--- src/rtl/data_mem_arbiter_pkg.sv ---
// Shared widths and read-owner encoding for the data-memory arbiter.
package mem_arb_pkg;

   localparam int unsigned ADDR_W_DEF = 12;
   localparam int unsigned DATA_W_DEF = 16;
   localparam int unsigned STARVE_W   = 8;

   typedef enum logic [1:0] {
      RD_NONE = 2'b00,
      RD_CPU  = 2'b01,
      RD_EXT  = 2'b10
   } rd_state_t;

endpackage

--- src/rtl/data_mem_arbiter_if.sv ---
// Core, external-requester and block-RAM signals of the arbiter.
interface data_mem_arbiter_if #(
   parameter int unsigned ADDR_W = 12,
   parameter int unsigned DATA_W = 16
);
   logic              cpu_req;
   logic              cpu_we;
   logic [ADDR_W-1:0] cpu_addr;
   logic [DATA_W-1:0] cpu_wdata;
   logic              cpu_stall;
   logic              cpu_rvalid;
   logic [DATA_W-1:0] cpu_rdata;

   logic              ext_req;
   logic              ext_we;
   logic [ADDR_W-1:0] ext_addr;
   logic [DATA_W-1:0] ext_wdata;
   logic              ext_gnt;
   logic              ext_rvalid;
   logic [DATA_W-1:0] ext_rdata;

   logic [ADDR_W-1:0] mem_addr;
   logic              mem_we;
   logic [DATA_W-1:0] mem_din;
   logic [DATA_W-1:0] mem_dout;

   modport slave (
      input  cpu_req, cpu_we, cpu_addr, cpu_wdata,
      output cpu_stall, cpu_rvalid, cpu_rdata,
      input  ext_req, ext_we, ext_addr, ext_wdata,
      output ext_gnt, ext_rvalid, ext_rdata,
      output mem_addr, mem_we, mem_din,
      input  mem_dout
   );

   modport master (
      output cpu_req, cpu_we, cpu_addr, cpu_wdata,
      input  cpu_stall, cpu_rvalid, cpu_rdata,
      output ext_req, ext_we, ext_addr, ext_wdata,
      input  ext_gnt, ext_rvalid, ext_rdata,
      input  mem_addr, mem_we, mem_din,
      output mem_dout
   );
endinterface

--- src/rtl/arb_starve_counter.sv ---
// Saturating count of cycles the external requester has been denied.
module arb_starve_counter
   import mem_arb_pkg::*;
#(
   parameter int unsigned LIMIT = 8
) (
   input  logic clk,
   input  logic rst,
   input  logic clr,
   input  logic inc,
   output logic force_gnt
);
   logic [STARVE_W-1:0] cnt;

   always_ff @(posedge clk) begin
      if (rst || clr) begin
         cnt <= '0;
      end else if (inc && (cnt != '1)) begin
         cnt <= cnt + 1'b1;
      end
   end

   assign force_gnt = (cnt >= STARVE_W'(LIMIT));
endmodule

--- src/rtl/data_mem_arbiter.sv ---
// Shares the data block RAM between the core (priority) and an
// external requester, with a forced external slot on starvation.
module data_mem_arbiter
   import mem_arb_pkg::*;
#(
   parameter int unsigned ADDR_W       = ADDR_W_DEF,
   parameter int unsigned DATA_W       = DATA_W_DEF,
   parameter int unsigned STARVE_LIMIT = 8
) (
   input logic               CLK,
   input logic               reset,
   data_mem_arbiter_if.slave bus
);
   logic              force_gnt;
   logic              grant_ext;
   logic              grant_cpu;
   logic [ADDR_W-1:0] addr_sel;
   logic [DATA_W-1:0] din_sel;
   logic [DATA_W-1:0] cpu_hold;
   logic [DATA_W-1:0] ext_hold;
   rd_state_t         rd_state;
   rd_state_t         rd_next;

   assign grant_ext = bus.ext_req & (~bus.cpu_req | force_gnt);
   assign grant_cpu = bus.cpu_req & ~grant_ext;

   assign bus.ext_gnt   = grant_ext;
   assign bus.cpu_stall = bus.cpu_req & grant_ext;

   arb_starve_counter #(
      .LIMIT (STARVE_LIMIT)
   ) u_starve (
      .clk       (CLK),
      .rst       (reset),
      .clr       (grant_ext | ~bus.ext_req),
      .inc       (bus.ext_req & bus.cpu_req & ~grant_ext),
      .force_gnt (force_gnt)
   );

   assign addr_sel     = grant_ext ? bus.ext_addr  : bus.cpu_addr;
   assign din_sel      = grant_ext ? bus.ext_wdata : bus.cpu_wdata;
   assign bus.mem_addr = addr_sel;
   assign bus.mem_din  = din_sel;
   assign bus.mem_we   = ~reset &
                         ((grant_ext & bus.ext_we) |
                          (grant_cpu & bus.cpu_we));

   // Records who owns the data coming back on mem_dout next cycle.
   always_comb begin
      rd_next = RD_NONE;
      unique case (1'b1)
         grant_cpu & ~bus.cpu_we: rd_next = RD_CPU;
         grant_ext & ~bus.ext_we: rd_next = RD_EXT;
         default:                 rd_next = RD_NONE;
      endcase
   end

   always_ff @(posedge CLK) begin
      if (reset) begin
         rd_state <= RD_NONE;
         cpu_hold <= '0;
         ext_hold <= '0;
      end else begin
         rd_state <= rd_next;
         if (rd_state == RD_CPU) cpu_hold <= bus.mem_dout;
         if (rd_state == RD_EXT) ext_hold <= bus.mem_dout;
      end
   end

   // A read in flight when reset arrives is dropped, not returned.
   always_comb begin
      bus.cpu_rvalid = 1'b0;
      bus.ext_rvalid = 1'b0;
      bus.cpu_rdata  = cpu_hold;
      bus.ext_rdata  = ext_hold;
      if (reset) begin
         bus.cpu_rdata = '0;
         bus.ext_rdata = '0;
      end else begin
         unique case (rd_state)
            RD_CPU: begin
               bus.cpu_rvalid = 1'b1;
               bus.cpu_rdata  = bus.mem_dout;
            end
            RD_EXT: begin
               bus.ext_rvalid = 1'b1;
               bus.ext_rdata  = bus.mem_dout;
            end
            default: ;
         endcase
      end
   end
endmodule

--- src/flat_wrapper.sv ---
// flat-port wrapper written by rule: the top's interface ports become plain ports
module data_mem_arbiter_flat import mem_arb_pkg::*;
#(
   parameter int unsigned ADDR_W       = ADDR_W_DEF,
   parameter int unsigned DATA_W       = DATA_W_DEF,
   parameter int unsigned STARVE_LIMIT = 8
)
  (CLK, reset, bus_cpu_req, bus_cpu_we, bus_cpu_addr, bus_cpu_wdata, bus_cpu_stall, bus_cpu_rvalid, bus_cpu_rdata, bus_ext_req, bus_ext_we, bus_ext_addr, bus_ext_wdata, bus_ext_gnt, bus_ext_rvalid, bus_ext_rdata, bus_mem_addr, bus_mem_we, bus_mem_din, bus_mem_dout);
  data_mem_arbiter_if #(.ADDR_W(ADDR_W), .DATA_W(DATA_W)) bus_i ();
  input logic CLK;
  input logic reset;
  input wire logic [$bits(bus_i.cpu_req)-1:0] bus_cpu_req;
  input wire logic [$bits(bus_i.cpu_we)-1:0] bus_cpu_we;
  input wire logic [$bits(bus_i.cpu_addr)-1:0] bus_cpu_addr;
  input wire logic [$bits(bus_i.cpu_wdata)-1:0] bus_cpu_wdata;
  output wire logic [$bits(bus_i.cpu_stall)-1:0] bus_cpu_stall;
  output wire logic [$bits(bus_i.cpu_rvalid)-1:0] bus_cpu_rvalid;
  output wire logic [$bits(bus_i.cpu_rdata)-1:0] bus_cpu_rdata;
  input wire logic [$bits(bus_i.ext_req)-1:0] bus_ext_req;
  input wire logic [$bits(bus_i.ext_we)-1:0] bus_ext_we;
  input wire logic [$bits(bus_i.ext_addr)-1:0] bus_ext_addr;
  input wire logic [$bits(bus_i.ext_wdata)-1:0] bus_ext_wdata;
  output wire logic [$bits(bus_i.ext_gnt)-1:0] bus_ext_gnt;
  output wire logic [$bits(bus_i.ext_rvalid)-1:0] bus_ext_rvalid;
  output wire logic [$bits(bus_i.ext_rdata)-1:0] bus_ext_rdata;
  output wire logic [$bits(bus_i.mem_addr)-1:0] bus_mem_addr;
  output wire logic [$bits(bus_i.mem_we)-1:0] bus_mem_we;
  output wire logic [$bits(bus_i.mem_din)-1:0] bus_mem_din;
  input wire logic [$bits(bus_i.mem_dout)-1:0] bus_mem_dout;
  assign bus_i.cpu_req = bus_cpu_req;
  assign bus_i.cpu_we = bus_cpu_we;
  assign bus_i.cpu_addr = bus_cpu_addr;
  assign bus_i.cpu_wdata = bus_cpu_wdata;
  assign bus_cpu_stall = bus_i.cpu_stall;
  assign bus_cpu_rvalid = bus_i.cpu_rvalid;
  assign bus_cpu_rdata = bus_i.cpu_rdata;
  assign bus_i.ext_req = bus_ext_req;
  assign bus_i.ext_we = bus_ext_we;
  assign bus_i.ext_addr = bus_ext_addr;
  assign bus_i.ext_wdata = bus_ext_wdata;
  assign bus_ext_gnt = bus_i.ext_gnt;
  assign bus_ext_rvalid = bus_i.ext_rvalid;
  assign bus_ext_rdata = bus_i.ext_rdata;
  assign bus_mem_addr = bus_i.mem_addr;
  assign bus_mem_we = bus_i.mem_we;
  assign bus_mem_din = bus_i.mem_din;
  assign bus_i.mem_dout = bus_mem_dout;
  data_mem_arbiter #(.ADDR_W(ADDR_W), .DATA_W(DATA_W), .STARVE_LIMIT(STARVE_LIMIT)) u_core (.CLK(CLK), .reset(reset), .bus(bus_i));
endmodule
--- config.mk ---
export PLATFORM = sky130hd
export DESIGN_NAME = data_mem_arbiter_flat
export DESIGN_NICKNAME = d
export VERILOG_FILES = /design/src/rtl/data_mem_arbiter_pkg.sv /design/src/rtl/data_mem_arbiter_if.sv /design/src/rtl/arb_starve_counter.sv /design/src/rtl/data_mem_arbiter.sv /design/src/flat_wrapper.sv
export SDC_FILE = /design/constraint.sdc
export NUM_CORES = 1
export LEC_CHECK = 0
export ABC_AREA = 1
export CAP_MARGIN = 20
export CORE_ASPECT_RATIO = 2
export CORE_MARGIN = 2
export CORE_UTILIZATION = 36
export CTS_BUF_LIST = sky130_fd_sc_hd__clkbuf_4
export CTS_CLUSTER_DIAMETER = 200
export DETAILED_ROUTE_END_ITERATION = 10
export GPL_ROUTABILITY_DRIVEN = 0
export PLACE_DENSITY_LB_ADDON = 0.25
export SYNTH_ARGS = -nofsm -noshare
export SYNTH_HDL_FRONTEND = slang
export SYNTH_HIERARCHICAL = 1
export SYNTH_SLANG_ARGS = --single-unit
export TNS_END_PERCENT = 10
--- constraint.sdc ---
create_clock -name CLK -period 1.5 [get_ports CLK]
set_input_delay 0.3 -clock CLK [delete_from_list [all_inputs] [get_ports CLK]]
set_output_delay 0.3 -clock CLK [all_outputs]
set_load 0.1 [all_outputs]
==> out/summary.txt, run 1 <==
vias in the first global route -> 3322
skew final -> 0.01576 ns
Cells after Synth -> 379
synth unique cells -> 25
DRC -> 0
fmax -> 0.4425 GHz
worst-margin pin slew -> 0.3419 ns
Clock Sinks -> 42
Top-Level Pins -> 143
Pleak -> 2.292 nW
layout cell share with drive strength beyond 1 -> 0.4280
Final Hold Viols -> 0
CP top delay family -> simple AND/OR/NAND/NOR gates
Net Sw Frac -> 0.4143
first-pass GRT wire length -> 15160 µm
Power Internal -> 0.002265 W
Routed Antenna Nets -> 0
area of placed instances -> 5107 µm²
Avg Vias per Cell -> 4.867
Logic pwr share -> 0.513
min Tclk post-route -> 2.260 ns
fin. max-slew vios -> 0
sequential cell area -> 850.8 µm²
GRT Overall Usage -> 0.2529
most used cell along the critical path -> nand2_2
port buffer count -> 142
Clk pwr share -> 0.183
WL per Instance -> 14.79 µm
CP max-delay cell -> dfxtp_2
Worst path max stage delay -> 0.36 ns
Area contributors post-synth -> dfxtp_1 (34%), nand2_1 (17%), nand3_1 (13%)
YS warnings -> 6
Initial Utilization -> 0.3747
initial DRC count -> 202
CP endpoint kind -> primary output
H-tree depth -> 2
# setup viols final -> 73
CTS Root Cell -> clkbuf_4
Synth Net Count -> 459
Slew HR -> 0.7721
synthesized area -> 2481 µm²
maximum vdd drop -> 0.0003751 V
CP Class -> reg -> out
Seq pwr share -> 0.303
Rows -> 42
grt total ovfl -> 0
core footprint -> 6621 µm²
Num CTS Buffers -> 5
Period Utilization, post-route -> 1.506
post-DP HPWL -> 7406 µm
Seq/Total Area, Yosys -> 0.3389
synthesized area per cell -> 6.547 µm²
Synth area leader -> dfxtp_1
CTS Buffer Depth -> 2
worst setup margin -> -0.7597 ns
fin area -> 5361 µm²
final wirelength -> 9334 µm
Cell Chain, Critical Path -> nor4_4, nand2_2, inv_2, nand2_4, nand2_8, buf_6, buf_6, nand2_2, nand2_2, buf_12
router iterations before antenna repair -> 4
failing checks -> setup timing
Yosys top cell area share -> 0.3389
die height -> 121.4 µm
Multi-input gate area -> 1722 µm²
Max-cap violations -> 0
Hold Crit Class -> reg -> reg
Synth Register Bits -> 42
CP Max Fanout -> 5
status -> finished with violations
largest net degree at the start of global routing -> 29
power after layout -> 0.003866 W
vias -> 3071
CP Launch Type -> register
NetSw -> 0.001602 W
CP required -> 1.20 ns
Area growth syn-to-layout -> 116.1%
fin nets -> 621
initial antenna violation count -> 1
pwr dens -> 721.1 nW/µm²
Die Area -> 7612 µm²
unrepaired setup endpoints after global routing -> true
Worst Path Arrival -> 1.96 ns
TritonCTS clock tree -> done
die width -> 62.70 µm
Worst-Skew Late Latency -> 0.35 ns
fillers -> 410
CTS clk-pin slew, worst paths -> 0.13 ns
CP Buf/Inv Count -> 4
metal layers:
metal,wire length [µm],track usage,share of wire,up-vias
met5,0,0,0,-
li1,-,-,-,1502
met1,2834,0.2196,0.30,1403
met2,5677,0.5397,0.61,145
met4,234,0.09722,0.025,0
met3,587,0.04638,0.063,21
power by group through the flow:
| stage | sequential (W) | clock (W) | combinational, W |
|---|---|---|---|
| after global routing | 0.00118 | 0.000763 | 0.00206 |
| final | 0.00117 | 0.000709 | 0.00199 |
| after floorplan | 0.00119 | 0 | 0.00115 |
| after CTS | 0.00117 | 0.000727 | 0.00198 |
| after global placement | 0.00120 | 0 | 0.00193 |
| after detailed placement | 0.00120 | 0 | 0.00195 |
kinds of logic (layout without fill, tap and decap cells):
group | Yosys count | in the layout | share of synthesized area
and+or+nand+nor | 271 | 271 | 0.5149
buffers and inverters | 57 | 220 | 0.1215
DFF | 42 | 42 | 0.3389
AOI/OAI and AO/OA | 7 | 7 | 0.01463
adders and majority gates | 2 | 2 | 0.01008
other | 0 | 1 | 0
stage by stage:
step / TNS [ns] / cells / util / hold WS, ns / setup slack (ns)
detailed placement: -25.90 / 620 / 0.7714 / 0.4990 / -0.5394
floorplan: -13.79 / 379 / - / 0.3694 / -0.3458
CTS: -33.16 / 631 / 0.8018 / 0.5229 / -0.7460
finish: -32.37 / 631 / 0.8097 / 0.5221 / -0.7597
global route: -37.95 / 631 / 0.8097 / 0.5464 / -0.8365
global placement: -23.71 / 620 / 0.7714 / 0.4938 / -0.4843
final cells by class:
class,instances,area share
inverter,36,0.03057
sequential,42,0.1587
clock inverter,3,0.007468
antenna,1,0.0004667
tap,88,0.02054
clock buffer,5,0.007001
timing repair buffer,176,0.4541
multi-input combinational,280,0.3211
cells in the final DEF (no fill, tap or decap), drive strengths merged:
master         Yosys  layout
clkinv             2       3
clkdlybuf4s50      0      76
a21oi              6       6
nand4              1       1
nand3b             1       1
clkbuf             1       5
nor3               4       4
dlygate4sd2        0       1
clkinvlp           0       1
ha                 2       2
nor2              82      82
a31oi              1       1
bufinv             0       1
diode              0       1
nand2            115     115
nand3             67      67
buf               20      99
dfxtp             42      42
inv               34      34
nor4               1       1
worst paths after layout:
check	startpoint	end	slack, ns	cells after the start
worst min-delay path	u_core/ext_hold[0]$_DFF_P_	u_core/ext_hold[0]$_DFF_P_	0.52	2
worst min register to register	u_core/ext_hold[0]$_DFF_P_	u_core/ext_hold[0]$_DFF_P_	0.52	2
worst max-delay path	u_core/u_starve/cnt[6]$_SDFFE_PP0P_	bus_mem_addr[0]	-0.76	10
worst max register to register	u_core/u_starve/cnt[6]$_SDFFE_PP0P_	u_core/u_starve/cnt[4]$_SDFFE_PP0P_	-0.30	10
registers in the layout, summed over array words and instances (netlist names):
name                 cells
u_core/cpu_hold         16
u_core/ext_hold         16
u_core/u_starve/cnt      8
u_core/rd_state          2
repair_timing:
item | in CTS | in global routing
gates resized for setup | 21 | 25
setup buffers | 2 | 0
pin swaps | 10 | 16
gates cloned | 1 | 0
setup endpoints to repair | 74 | 75
hold buffers | 0 | 0
synthesized netlist by cell type:
cell type	number
dfxtp_1	42
clkbuf_1	1
nand3_1	66
clkinv_1	2
buf_1	1
nor2_8	3
nor3_1	4
a31oi_1	1
nand3_2	1
buf_6	3
nor2_1	38
inv_1	30
ha_1	2
buf_2	12
inv_2	2
nand3b_2	1
a21oi_1	6
buf_4	2
nor4_1	1
nand2_2	1
nand4_1	1
inv_6	2
buf_12	2
nand2_1	114
nor2_2	41
worst min-delay path, cell delays in order, from the launching register on:
cell and delay (ns):
dfxtp_1 0.33, nor2_1 0.06, nor2_4 0.10
(Power assumes the default switching activity.)
==> run 2, diff against run 1 <==
--- a/config.mk
+++ b/config.mk
@@ -14,6 +14,7 @@
 export CTS_CLUSTER_DIAMETER = 200
 export DETAILED_ROUTE_END_ITERATION = 10
 export GPL_ROUTABILITY_DRIVEN = 0
+export GPL_TIMING_DRIVEN = 0
 export PLACE_DENSITY_LB_ADDON = 0.25
 export SYNTH_ARGS = -nofsm -noshare
 export SYNTH_HDL_FRONTEND = slang
==> out/summary.txt, run 2 (synthesis gave the netlist of run 1 again) <==
failing checks -> setup timing
post-DP HPWL -> 6867 µm (-7.3%)
Rows -> 42 (unchanged)
Routed Antenna Nets -> 0 (unchanged)
CP endpoint kind -> primary output
vias -> 3069 (-0.065%)
CP Max Fanout -> 5 (unchanged)
core footprint -> 6621 µm² (unchanged)
power after layout -> 0.003693 W (-4.5%)
maximum vdd drop -> 0.0004335 V (+16%)
NetSw -> 0.001608 W (+0.40%)
unrepaired setup endpoints after global routing -> true
Avg Vias per Cell -> 4.903 (+0.73%)
Crit. Startpoint -> u_core/u_starve/cnt[7]$_SDFFE_PP0P_
Initial Utilization -> 0.3747 (unchanged)
Worst-Skew Late Latency -> 0.35 ns (about the same)
die width -> 62.70 µm (unchanged)
most frequent cells in the layout -> clkdlybuf4s50_1 (76), nand2_1 (74), buf_12 (64)
fmax -> 0.4422 GHz (about the same)
H-tree depth -> 2 (unchanged)
Pleak -> 2.247 nW (-2.0%)
fin nets -> 617 (-0.64%)
min Tclk post-route -> 2.261 ns (+0.001773 ns)
Final Hold Viols -> 0 (unchanged)
layout cell share with drive strength beyond 1 -> 0.4089 (-0.01912)
Worst Path Arrival -> 1.96 ns (about the same)
CTS Root Cell -> clkbuf_4
worst-margin pin slew -> 0.4641 ns (+0.1223 ns)
Seq pwr share -> 0.317 (+0.014)
Multi-input gate area -> 1695 µm² (-1.5%)
Die Area -> 7612 µm² (unchanged)
Num CTS Buffers -> 5 (unchanged)
initial antenna violation count -> 0 (-1)
port buffer count -> 142 (unchanged)
CP Launch Type -> register
Finished Layout Cells -> 626 (-0.79%)
reg2reg start -> u_core/u_starve/cnt[7]$_SDFFE_PP0P_
pre-CTS setup slack -> -1.679 ns (-1.139 ns)
placed cell count -> 609 (-1.8%)
worst setup margin -> -0.7615 ns (-0.001773 ns)
worst hold slack -> 0.3615 ns (-0.1606 ns)
vias in the first global route -> 3119 (-6.1%)
pwr dens -> 704.7 nW/µm² (-2.3%)
CP required -> 1.20 ns (about the same)
commonest non-fill, non-tap cell in the layout -> clkdlybuf4s50_1
skew final -> 0.002101 ns (-0.01365 ns)
TritonCTS clock tree -> done
setup TNS -> -36.48 ns (-4.106 ns)
DRC -> 0 (unchanged)
largest net degree at the start of global routing -> 13 (-55%)
Period Utilization, post-route -> 1.508 (about the same)
Net Sw Frac -> 0.4355 (+0.02117)
GRT Overall Usage -> 0.2530 (about the same)
Top-Level Pins -> 143 (unchanged)
CTS clk-pin slew, worst paths -> 0.12 ns (about the same)
router iterations before antenna repair -> 6 (+2)
CP Class -> reg -> out
final wirelength -> 9561 µm (+2.4%)
Power Internal -> 0.002085 W (-7.9%)
fillers -> 453 (+10%)
die height -> 121.4 µm (unchanged)
Slew HR -> 0.6906 (-0.08151)
Ant. Diodes -> 0 (-1)
Max-cap violations -> 0 (unchanged)
initial DRC count -> 112 (-45%)
Clock Sinks -> 42 (unchanged)
# setup viols final -> 73 (unchanged)
CTS Buffer Depth -> 2 (unchanged)
fin. max-slew vios -> 0 (unchanged)
grt total ovfl -> 0 (unchanged)
sequential cell area -> 849.6 µm² (-0.15%)
Hold Crit Class -> in -> reg
first-pass GRT wire length -> 14860 µm (-2.0%)
Area growth syn-to-layout -> 111.2%
Top Registers -> u_core/cpu_hold: 16 flops, u_core/ext_hold: 16 flops, u_core/u_starve/cnt: 8 flops
hold_sp -> reset
Logic pwr share -> 0.532 (+0.019)
status -> finished with violations
Clk pwr share -> 0.151 (-0.032)
WL per Instance -> 15.27 µm (+3.3%)
run 2: per-layer routing:
layer / global-route usage / vias up / share of wire
li1: - / 1495 / -
met1: 0.2203 / 1397 / 0.29
met2: 0.5222 / 143 / 0.60
met3: 0.05751 / 34 / 0.061
met4: 0.1153 / 0 / 0.041
met5: 0 / - / 0
run 2: power groups by stage:
stage | combinational [W] | sequential, W | clock, W
after floorplan | 0.00115 | 0.00119 | 0
after CTS | 0.00192 | 0.00117 | 0.000575
after global placement | 0.00162 | 0.00119 | 0
final | 0.00197 | 0.00117 | 0.000558
after global routing | 0.00204 | 0.00117 | 0.000617
after detailed placement | 0.00163 | 0.00120 | 0
run 2: layout make-up:
cell class | count | share of cell area
repair buffers | 151 | 0.4074
multi-input cells | 280 | 0.3235
flip-flops and latches | 42 | 0.1621
plain buffers | 21 | 0.04346
inverters | 36 | 0.03223
well taps | 88 | 0.02101
clock buffers | 6 | 0.008596
clock inverters | 2 | 0.001671
run 2: stage by stage:
stage               utilization  area, µm²
finish                   0.7914       5240
global route             0.7914       5240
CTS                      0.7748       5130
detailed placement       0.6534       4327
global placement         0.6534       4327
floorplan                     -       2795
run 2: worst max-delay path, stage by stage (launching register included):
cell	delay, ns
dfxtp_4	0.38
nor4_4	0.27
nand2_1	0.13
inv_2	0.10
nand2_4	0.08
nand2_8	0.13
buf_6	0.14
nand2_1	0.09
nand2_2	0.09
buf_8	0.20
run 2: worst paths after layout:
check / cells past startpoint / endpoint / slack (ns)
min reg2reg: 2 / u_core/cpu_hold[0]$_DFF_P_ / 0.53
max: 9 / bus_mem_din[4] / -0.76
max reg2reg: 14 / u_core/u_starve/cnt[5]$_SDFFE_PP0P_ / -0.56
min: 2 / u_core/rd_state[1]$_SDFF_PP0_ / 0.36
run 2: what timing repair did:
item | CTS | global route
endpoints found under the hold margin | 0 | 0
endpoints found under the setup margin | 103 | 73
pin swaps | 23 | 12
setup buffers | 5 | 1
gates resized for setup | 606 | 24
gates cloned | 2 | 1
hold buffers | 0 | 0
